===== src/rtl/jk_seq_pkg.sv =====
// Shared op codes, state encoding and widths for the JK bank sequencer.
package jk_seq_pkg;

  localparam int COUNT_W = 8;

  localparam logic [2:0] OP_NOP  = 3'd0;
  localparam logic [2:0] OP_SET  = 3'd1;
  localparam logic [2:0] OP_CLR  = 3'd2;
  localparam logic [2:0] OP_TOG  = 3'd3;
  localparam logic [2:0] OP_LOAD = 3'd4;
  localparam logic [2:0] OP_INC  = 3'd5;
  localparam logic [2:0] OP_DEC  = 3'd6;
  localparam logic [2:0] OP_SHL  = 3'd7;

  localparam logic [1:0] S_IDLE  = 2'd0;
  localparam logic [1:0] S_DRIVE = 2'd1;
  localparam logic [1:0] S_HOLD  = 2'd2;
  localparam logic [1:0] S_DONE  = 2'd3;

endpackage


===== src/rtl/jk_op_decode.sv =====
// Combinational mapping from (op, mask, current Q) to per-bit J/K levels for one step.
module jk_op_decode
  import jk_seq_pkg::*;
#(
  parameter int WIDTH = 4
) (
  input  logic [2:0]       op,
  input  logic [WIDTH-1:0] mask,
  input  logic [WIDTH-1:0] q,
  output logic [WIDTH-1:0] j,
  output logic [WIDTH-1:0] k
);

  logic [WIDTH-1:0] t_inc;
  logic [WIDTH-1:0] t_dec;
  logic [WIDTH-1:0] d_shl;
  logic             inc_c;
  logic             dec_c;

  // Ripple toggle enables: a bit flips when every lower bit is 1 (INC) or 0 (DEC).
  always_comb begin
    inc_c = 1'b1;
    dec_c = 1'b1;
    for (int i = 0; i < WIDTH; i++) begin
      t_inc[i] = inc_c;
      t_dec[i] = dec_c;
      inc_c    = inc_c & q[i];
      dec_c    = dec_c & ~q[i];
    end
  end

  always_comb begin
    d_shl[0] = mask[0];
    for (int i = 1; i < WIDTH; i++) begin
      d_shl[i] = q[i-1];
    end
  end

  always_comb begin
    j = '0;
    k = '0;
    case (op)
      OP_SET:  j = mask;
      OP_CLR:  k = mask;
      OP_TOG:  begin j = mask;  k = mask;   end
      OP_LOAD: begin j = mask;  k = ~mask;  end
      OP_INC:  begin j = t_inc; k = t_inc;  end
      OP_DEC:  begin j = t_dec; k = t_dec;  end
      OP_SHL:  begin j = d_shl; k = ~d_shl; end
      default: begin j = '0;    k = '0;     end
    endcase
  end

endmodule


===== src/rtl/jk_bank_sequencer.sv =====
// Steps a JK master-slave bank through a latched command: drive, settle, sample, repeat.
//
// state   | meaning
// S_IDLE  | ready for a command, J=K=0
// S_DRIVE | J/K applied for one cycle; bank captures on the exit edge
// S_HOLD  | SETTLE_CYC cycles of J=K=0, Q_fb sampled on the last edge
// S_DONE  | one-cycle done pulse, then back to IDLE
module jk_bank_sequencer
  import jk_seq_pkg::*;
#(
  parameter int WIDTH      = 4,
  parameter int SETTLE_CYC = 1
) (
  input  logic               clk,
  input  logic               CLRN,
  input  logic               cmd_valid,
  output logic               cmd_ready,
  input  logic [2:0]         cmd_op,
  input  logic [WIDTH-1:0]   cmd_data,
  input  logic [7:0]         cmd_count,
  output logic [WIDTH-1:0]   J,
  output logic [WIDTH-1:0]   K,
  input  logic [WIDTH-1:0]   Q_fb,
  output logic               busy,
  output logic               done,
  output logic [WIDTH-1:0]   result
);

  localparam logic [2:0] HOLD_LAST = 3'(SETTLE_CYC - 1);

  logic [1:0]         state;
  logic [COUNT_W-1:0] remaining;
  logic [2:0]         hold_cnt;
  logic [2:0]         op_q;
  logic [WIDTH-1:0]   data_q;

  logic [2:0]         dec_op;
  logic [WIDTH-1:0]   dec_mask;
  logic [WIDTH-1:0]   dec_j;
  logic [WIDTH-1:0]   dec_k;
  logic               xfer;

  assign cmd_ready = (state == S_IDLE);
  assign busy      = (state != S_IDLE);
  assign done      = (state == S_DONE);
  assign xfer      = cmd_valid && cmd_ready;

  // The first step decodes straight from the command bus; later steps use the latched copy.
  assign dec_op   = cmd_ready ? cmd_op   : op_q;
  assign dec_mask = cmd_ready ? cmd_data : data_q;

  jk_op_decode #(.WIDTH(WIDTH)) u_decode (
    .op   (dec_op),
    .mask (dec_mask),
    .q    (Q_fb),
    .j    (dec_j),
    .k    (dec_k)
  );

  always_ff @(posedge clk or negedge CLRN) begin
    if (!CLRN) begin
      state     <= S_IDLE;
      remaining <= '0;
      hold_cnt  <= '0;
      op_q      <= OP_NOP;
      data_q    <= '0;
      J         <= '0;
      K         <= '0;
      result    <= '0;
    end else begin
      case (state)
        S_IDLE: begin
          J <= '0;
          K <= '0;
          if (xfer) begin
            op_q      <= cmd_op;
            data_q    <= cmd_data;
            remaining <= (cmd_count == 8'd0) ? 8'd1 : cmd_count;
            J         <= dec_j;
            K         <= dec_k;
            state     <= S_DRIVE;
          end
        end
        S_DRIVE: begin
          J        <= '0;
          K        <= '0;
          hold_cnt <= HOLD_LAST;
          state    <= S_HOLD;
        end
        S_HOLD: begin
          if (hold_cnt == 3'd0) begin
            result    <= Q_fb;
            remaining <= remaining - 8'd1;
            // remaining is at least 1 here, so the decrement cannot wrap.
            if (remaining > 8'd1) begin
              J     <= dec_j;
              K     <= dec_k;
              state <= S_DRIVE;
            end else begin
              state <= S_DONE;
            end
          end else begin
            hold_cnt <= hold_cnt - 3'd1;
          end
        end
        default: begin
          J     <= '0;
          K     <= '0;
          state <= S_IDLE;
        end
      endcase
    end
  end

endmodule


===== config.mk =====
export PLATFORM = sky130hd
export DESIGN_NAME = jk_bank_sequencer
export DESIGN_NICKNAME = d
export VERILOG_FILES = /design/src/rtl/jk_seq_pkg.sv /design/src/rtl/jk_op_decode.sv /design/src/rtl/jk_bank_sequencer.sv
export SDC_FILE = /design/constraint.sdc
export NUM_CORES = 1
export LEC_CHECK = 0
export CAP_MARGIN = 20
export CORE_MARGIN = 5
export CORE_UTILIZATION = 39
export DETAILED_ROUTE_END_ITERATION = 6
export GPL_TIMING_DRIVEN = 1
export PLACE_DENSITY = 0.73
export SETUP_SLACK_MARGIN = 0.1
export SLEW_MARGIN = 15
export SYNTH_ARGS = -nofsm -noshare
export SYNTH_HDL_FRONTEND = slang
export SYNTH_SLANG_ARGS = --single-unit

===== constraint.sdc =====
create_clock -name clk -period 1.81 [get_ports clk]
set_input_delay 0.362 -clock clk [delete_from_list [all_inputs] [get_ports clk]]
set_output_delay 0.362 -clock clk [all_outputs]
set_load 0.05 [all_outputs]

==> impl_metrics.csv, run 1 <==
group,metric,value,unit
sta,clock_skew,0.00500,ns
drt,wirelength,5420,um
clocking,cts_tree,"done",
finish,fin_cells,373,
setup_path,rr_startpoint,"remaining[7]$_DFFE_PN0P_",
setup_path,worstPathMaxFanout,7,
flow_run,maxCapViolCount,0,
sta,setup_tns,-0.107,ns
setup_path,crit_type,"reg -> reg",
floorplanning,dieArea,6640,um^2
sta,period_share,102,%
clocking,cts.sink_count,32,
placement,routabilityCongestion,0.939,
sta,hold_slack,0.387,ns
clocking,h-tree-depth,2,
synthesis,synth_top_family_by_area,"compound AO/OA/AOI/OAI gates",
power_and_ir_drop,pwr-share-comb,66.2,%
clocking,clk_pin_slew,0.07,ns
outcome,status,"finished, violations left",
sta,grt_setup_unrepaired,"true",
placement,numPortBuffers,36,
drt,vias,2014,
power_and_ir_drop,p_clk_share,11.1,%
power_and_ir_drop,netSwitchingFraction,44.4,%
synthesis,avgSynthCellArea,9.11,um^2
setup_path,reg2reg_slack,-0.03,ns
setup_path,reg2reg_depth,6,
finish,diodes,0,
synthesis,ys_ff_latch,32,
finish,final_core_util,60.7,%
floorplanning,die_h,81.5,um
global_routing,global_route.usage.met1,23.9,%
clocking,cts_buffers,5,
floorplanning,core_area,5040,um^2
outcome,failed_checks,"negative setup slack",
drt,drc,0,
finish,nets,329,
global_routing,grt_pass1_vias,1994,
setup_path,cp-endpoint,"J[1]$_DFFE_PN0P_",
setup_path,arrival,1.99,ns
finish,area_growth,53.5,%
global_routing,antenna_found_initial,0,
synthesis,synth-main-ff-cell,"dfrtp_1",
floorplanning,start_util,39.6,%
sta,finalHoldViolCount,0,
global_routing,grt_pass1_wl,9270,um
drt,antenna_left,0,
drt,drt_iter0_drc,102,
drt,via_per_inst,5.40,
clocking,cts_buffer_depth,2,
synthesis,synth-compound-area-share,26.0,%
synthesis,synth.net_count,245,
synthesis,muxShareOfSynthArea,7.21,%
drt,dr.pass1.iters,4,
placement,place_inst,360,
floorplanning,die_x,81.5,um
synthesis,seq_area_frac_synth,40.2,%
floorplanning,fp-row-count,26,
synthesis,yosys.area_share.simple,19.1,%
global_routing,use_met2,28.9,%
synthesis,synth-xor-area-share,0,%
clocking,cts_hold_buf,0,
placement,dp_slack,-0.355,ns
sta,period_needed,1.84,ns
sta,worstMarginPinSlew,0.408,ns
global_routing,met3_usage,2.96,%
clocking,ctsRootBufferMaster,"clkbuf_8",
power_and_ir_drop,p_per_area,1740,nW/um^2
global_routing,grt.overflow.total,0,
global_routing,grt_start_max_net_pins,33,
global_routing,grt.busiest_layer,"met2",
sta,final_max_slew_viol_count,0,
global_routing,grtUsageTotal,17.9,%
floorplanning,num_io_pins,37,
setup_path,worstSetupStartpoint,"remaining[7]$_DFFE_PN0P_",
sta,fmax,543,MHz
synthesis,synthCells,219,
synthesis,synth_async_sr_flop_share,100,%
setup_path,cp.required,1.96,ns
placement,dp_hpwl,3990,um
power_and_ir_drop,vdd_drop_max,929,uV
drt,detail_route.wl_per_cell,14.5,um
setup_path,r2r_end,"J[1]$_DFFE_PN0P_",
synthesis,synth_fa_ha_area_share,2.51,%
power_and_ir_drop,switching_power,0.00237,W
worst_hold_path,hp-class,"in -> reg",
power_and_ir_drop,p_seq_share,22.6,%
finish,drive_gt1_share,35.3,%
synthesis,ys_warn_count,0,
power_and_ir_drop,internal_power,0.00297,W
sta,setup_slack,-0.0325,ns
power_and_ir_drop,cellLeakagePower,1.31,nW
sta,setup_viol,4,
sta,max_slew_margin,72.8,%
setup_path,critPathCaptureType,"flip-flop",
clocking,clkLatencyLatePin,0.28,ns
setup_path,cp-start-kind,"flip-flop",
synthesis,syn-cell-area,1990,um^2
synthesis,synth_edf_count,0,
synthesis,synth_cell_types,50,
cell usage after synthesis, types with 4 or more instances:
cell / instances / share of area [%]
nor3_1: 6 / 1.5
nand2b_1: 4 / 1.3
ha_1: 4 / 2.5
nand3_1: 5 / 1.3
nor3b_1: 4 / 1.5
mux2_1: 10 / 5.6
or3_1: 4 / 1.3
a21oi_1: 13 / 3.3
clkbuf_1: 5 / 0.94
nand2_1: 14 / 2.6
o21ai_0: 8 / 2.0
buf_2: 6 / 1.5
o211ai_1: 8 / 3.0
inv_1: 8 / 1.5
o21ai_1: 20 / 5.0
dfrtp_1: 32 / 40
nor2_1: 9 / 1.7
power by group through the flow:
stage / sequential (W) / combinational, W / clock (W)
2_1_floorplan: 0.00153 / 0.00165 / 0
4_1_cts: 0.00120 / 0.00333 / 0.000615
6_report: 0.00121 / 0.00354 / 0.000594
5_1_grt: 0.00126 / 0.00383 / 0.000647
3_5_place_dp: 0.00121 / 0.00318 / 0
3_3_place_gp: 0.00120 / 0.00316 / 0
worst min-delay path by stage:
stage	from	slack [ns]	depth (start not counted)	to
finish	cmd_op[1]	0.39	2	op_q[1]$_DFFE_PN0P_
CTS	CLRN	0.50	2	remaining[0]$_DFFE_PN0P_
floorplan	CLRN	0.07	0	J[0]$_DFFE_PN0P_
global placement	hold_cnt[0]$_DFFE_PN0P_	0.47	1	hold_cnt[0]$_DFFE_PN0P_
global route	cmd_op[1]	0.41	2	op_q[1]$_DFFE_PN0P_
detailed placement	hold_cnt[0]$_DFFE_PN0P_	0.47	1	hold_cnt[0]$_DFFE_PN0P_
cell usage in the layout (no fill, tap or decap), drive strengths merged, types with 4 or more instances in the layout:
master	netlist	routed
nand2b	4	4
nor3b	4	4
buf	7	68
nor2	10	10
clkbuf	5	7
clkdlybuf4s50	0	20
nand3	5	5
nand2	14	14
a21oi	13	13
o211ai	8	8
inv	11	11
mux2	11	11
nor3	6	6
ha	4	4
o21ai	28	28
dfrtp	32	32
or3	4	4
worst max-delay path, cell delays in order (launching register included):
cell      delay, ns
dfrtp_1        0.38
or4_4          0.55
o32ai_4        0.31
buf_6          0.15
nor2_4         0.05
o21ai_1        0.13
o221ai_1       0.14
flip-flops by register name (all words and copies together) (netlist names):
signal and flops:
K 4, op_q 3, state 2, result 4, hold_cnt 3, data_q 4, remaining 8, J 4
layout make-up:
cell class	count	area, um^2
fillers	422	1980
multi-input cells	164	1230
flip-flops and latches	32	801
repair buffers	89	791
clock buffers	7	96.3
well taps	70	87.6
inverters	11	51.3
cell families after synthesis:
group                    after synthesis
AO/OA/AOI/OAI                         79
buffers and inverters                 23
flip-flops                            32
adder cells (fa/ha/maj)                4
AND/OR/NAND/NOR                       68
multiplexers                          13
timing repair:
item                                    CTS  global route
pin swaps                                 6             6
resized for setup                        20            21
endpoints found under the setup margin   14            16
buffers inserted                          3             4
per-stage QoR:
| stage | instance area [um^2] | total power, W |
|---|---|---|
| 3_5_place_dp | 2760 | 0.00438 |
| 3_3_place_gp | 2760 | 0.00436 |
| 6_report | 3060 | 0.00534 |
| 4_1_cts | 2960 | 0.00514 |
| 2_1_floorplan | 2040 | 0.00319 |
| 5_1_grt | 3060 | 0.00574 |
metal layers:
layer	share of wire (%)	up-vias	wire length (um)
met1	45	968	2470
met5	0	-	0
met3	5.4	6	295
met2	47	51	2560
met4	1.9	0	102
li1	-	989	-
Note: power is estimated with default switching activity, not from simulation.
==> run 2, diff against run 1 <==
Settings changed: CELL_PAD_IN_SITES_DETAIL_PLACEMENT from default to 1, CELL_PAD_IN_SITES_GLOBAL_PLACEMENT from default to 1, CORE_UTILIZATION 39 to 35, PLACE_DENSITY 0.73 to 0.83, REMOVE_ABC_BUFFERS from default to 1.
==> impl_metrics.csv, run 2 (synthesized netlist as in run 1, its figures left out) <==
group,metric,value,unit
placement,numPortBuffers,36,
sta,fmax,513,MHz
flow_run,maxCapViolCount,0,
finish,largest_reg_flops,8,
drt,dr.pass1.iters,4,
sta,period_needed,1.95,ns
floorplanning,core_area,5510,um^2
floorplanning,dieArea,7310,um^2
global_routing,grt_pass1_vias,2281,
clocking,clkLatencyLatePin,0.29,ns
setup_path,cp.required,2.03,ns
floorplanning,die_x,85.5,um
clocking,cts_buffers,5,
clocking,ctsRootBufferMaster,"clkbuf_8",
sta,clock_skew,0.00494,ns
clocking,cts_hold_buf,0,
setup_path,worstPathMaxFanout,4,
power_and_ir_drop,p_per_area,1890,nW/um^2
clocking,cts_tree,"done",
clocking,clk_pin_slew,0.07,ns
global_routing,grt_start_max_net_pins,33,
power_and_ir_drop,vdd_drop_max,876,uV
placement,dp_hpwl,4930,um
drt,detail_route.wl_per_cell,21.7,um
power_and_ir_drop,cellLeakagePower,1.31,nW
drt,drc,0,
placement,dpl-instance-area,2700,um^2
setup_path,arrival,2.17,ns
drt,antenna_left,0,
finish,multi_input_area,1270,um^2
sta,max_slew_margin,71.5,%
sta,period_share,108,%
drt,via_per_inst,5.91,
power_and_ir_drop,power.total,0.00590,W
drt,vias,2210,
finish,diodes,0,
placement,place_inst,355,
finish,area_growth,56.9,%
sta,grt_setup_unrepaired,"true",
clocking,h-tree-depth,2,
finish,final_cell_mix,"53 x buf_4, 30 x dfrtp_1, 20 x clkdlybuf4s50_1",
global_routing,grtUsageTotal,20.2,%
setup_path,cp-start-kind,"flip-flop",
finish,mostFrequentLayoutCell,"buf_4",
finish,nets,328,
sta,hold_slack,0.490,ns
global_routing,antenna_found_initial,0,
floorplanning,die_h,85.5,um
worst_hold_path,hp-class,"reg -> reg",
finish,fillCellCount,611,
global_routing,grt_pass1_wl,11800,um
clocking,cts.sink_count,32,
sta,finalHoldViolCount,0,
outcome,status,"finished, violations left",
sta,setup_viol,11,
setup_path,crit_type,"reg -> reg",
drt,wirelength,8120,um
floorplanning,start_util,36.2,%
finish,top_register,"remaining",
sta,setup_slack,-0.139,ns
floorplanning,fp-row-count,27,
finish,fin_cells,374,
outcome,failed_checks,"negative setup slack",
floorplanning,num_io_pins,37,
sta,worstMarginPinSlew,0.416,ns
placement,routabilityCongestion,0.862,
finish,regArea,803,um^2
placement,dp_slack,-0.403,ns
finish,fin_area,3130,um^2
setup_path,critPathCaptureType,"flip-flop",
global_routing,grt.overflow.total,0,
sta,final_max_slew_viol_count,0,
clocking,cts_buffer_depth,2,
finish,drive_gt1_share,38.7,%
drt,drt_iter0_drc,175,
-- run 2: cell types whose count changed in the layout (fill, tap and decap cells not counted), moves of 2 or more --
| cell | before | now |
|---|---|---|
| buf_4 | 58 | 53 |
| buf_8 | 1 | 3 |
| dfrtp_1 | 32 | 30 |
| dfrtp_2 | 0 | 2 |
| ha_1 | 2 | 4 |
| mux2_1 | 9 | 6 |
| mux2_4 | 2 | 4 |
| o21ai_2 | 0 | 2 |
| or2_1 | 2 | 0 |
| or2_4 | 0 | 2 |
-- run 2: stage by stage --
step	util [%]	setup TNS, ns
2_1_floorplan	-	-6.52
3_3_place_gp	49.0	-2.29
3_5_place_dp	49.0	-2.69
4_1_cts	53.7	-0.347
5_1_grt	56.8	-1.41
6_report	56.8	-0.856
-- run 2: repair_timing --
item / CTS / global route
cloned: 0 / 1
pin swaps: 6 / 8
setup endpoints to repair: 23 / 28
setup buffers: 6 / 5
gates resized for setup: 35 / 25
-- run 2: power by group --
group / internal (W) / switching, W
Sequential: 0.00101 / 0.000283
Combinational: 0.00179 / 0.00220
Clock: 0.000339 / 0.000279
-- run 2: layout make-up --
cell class	instances	share of cell area, %
sequential	32	25.7
timing repair buffer	88	26.3
inverter	11	1.48
tap	72	2.88
clock buffer	7	3.08
multi-input combinational	164	40.5
-- run 2: critical path, cell delays in order (launching register included) --
cell and delay (ns):
dfrtp_2 0.47, buf_6 0.15, or3b_4 0.39, a211o_1 0.34
o32ai_2 0.24, a22oi_1 0.13, o21ai_1 0.14
-- run 2: final timing paths --
check | startpoint | to | slack, ns | depth (start not counted)
min reg2reg | result[2]$_DFFE_PN0P_ | result[2]$_DFFE_PN0P_ | 0.49 | 1
min in group asynchronous | CLRN | op_q[1]$_DFFE_PN0P_ | 0.51 | 2
max in group asynchronous | CLRN | state[1]$_DFFE_PN0P_ | 0.96 | 2
max | state[0]$_DFFE_PN0P_ | K[3]$_DFFE_PN0P_ | -0.14 | 6
max reg2reg | state[0]$_DFFE_PN0P_ | K[3]$_DFFE_PN0P_ | -0.14 | 6
min | result[2]$_DFFE_PN0P_ | result[2]$_DFFE_PN0P_ | 0.49 | 1
-- run 2: layer usage --
metal	GRT usage (%)	vias to the layer above	part of all wire [%]
li1	-	985	-
met4	6.33	0	1.7
met1	25.3	1124	40
met5	0	-	0
met3	4.37	16	6.1
met2	34.6	85	52
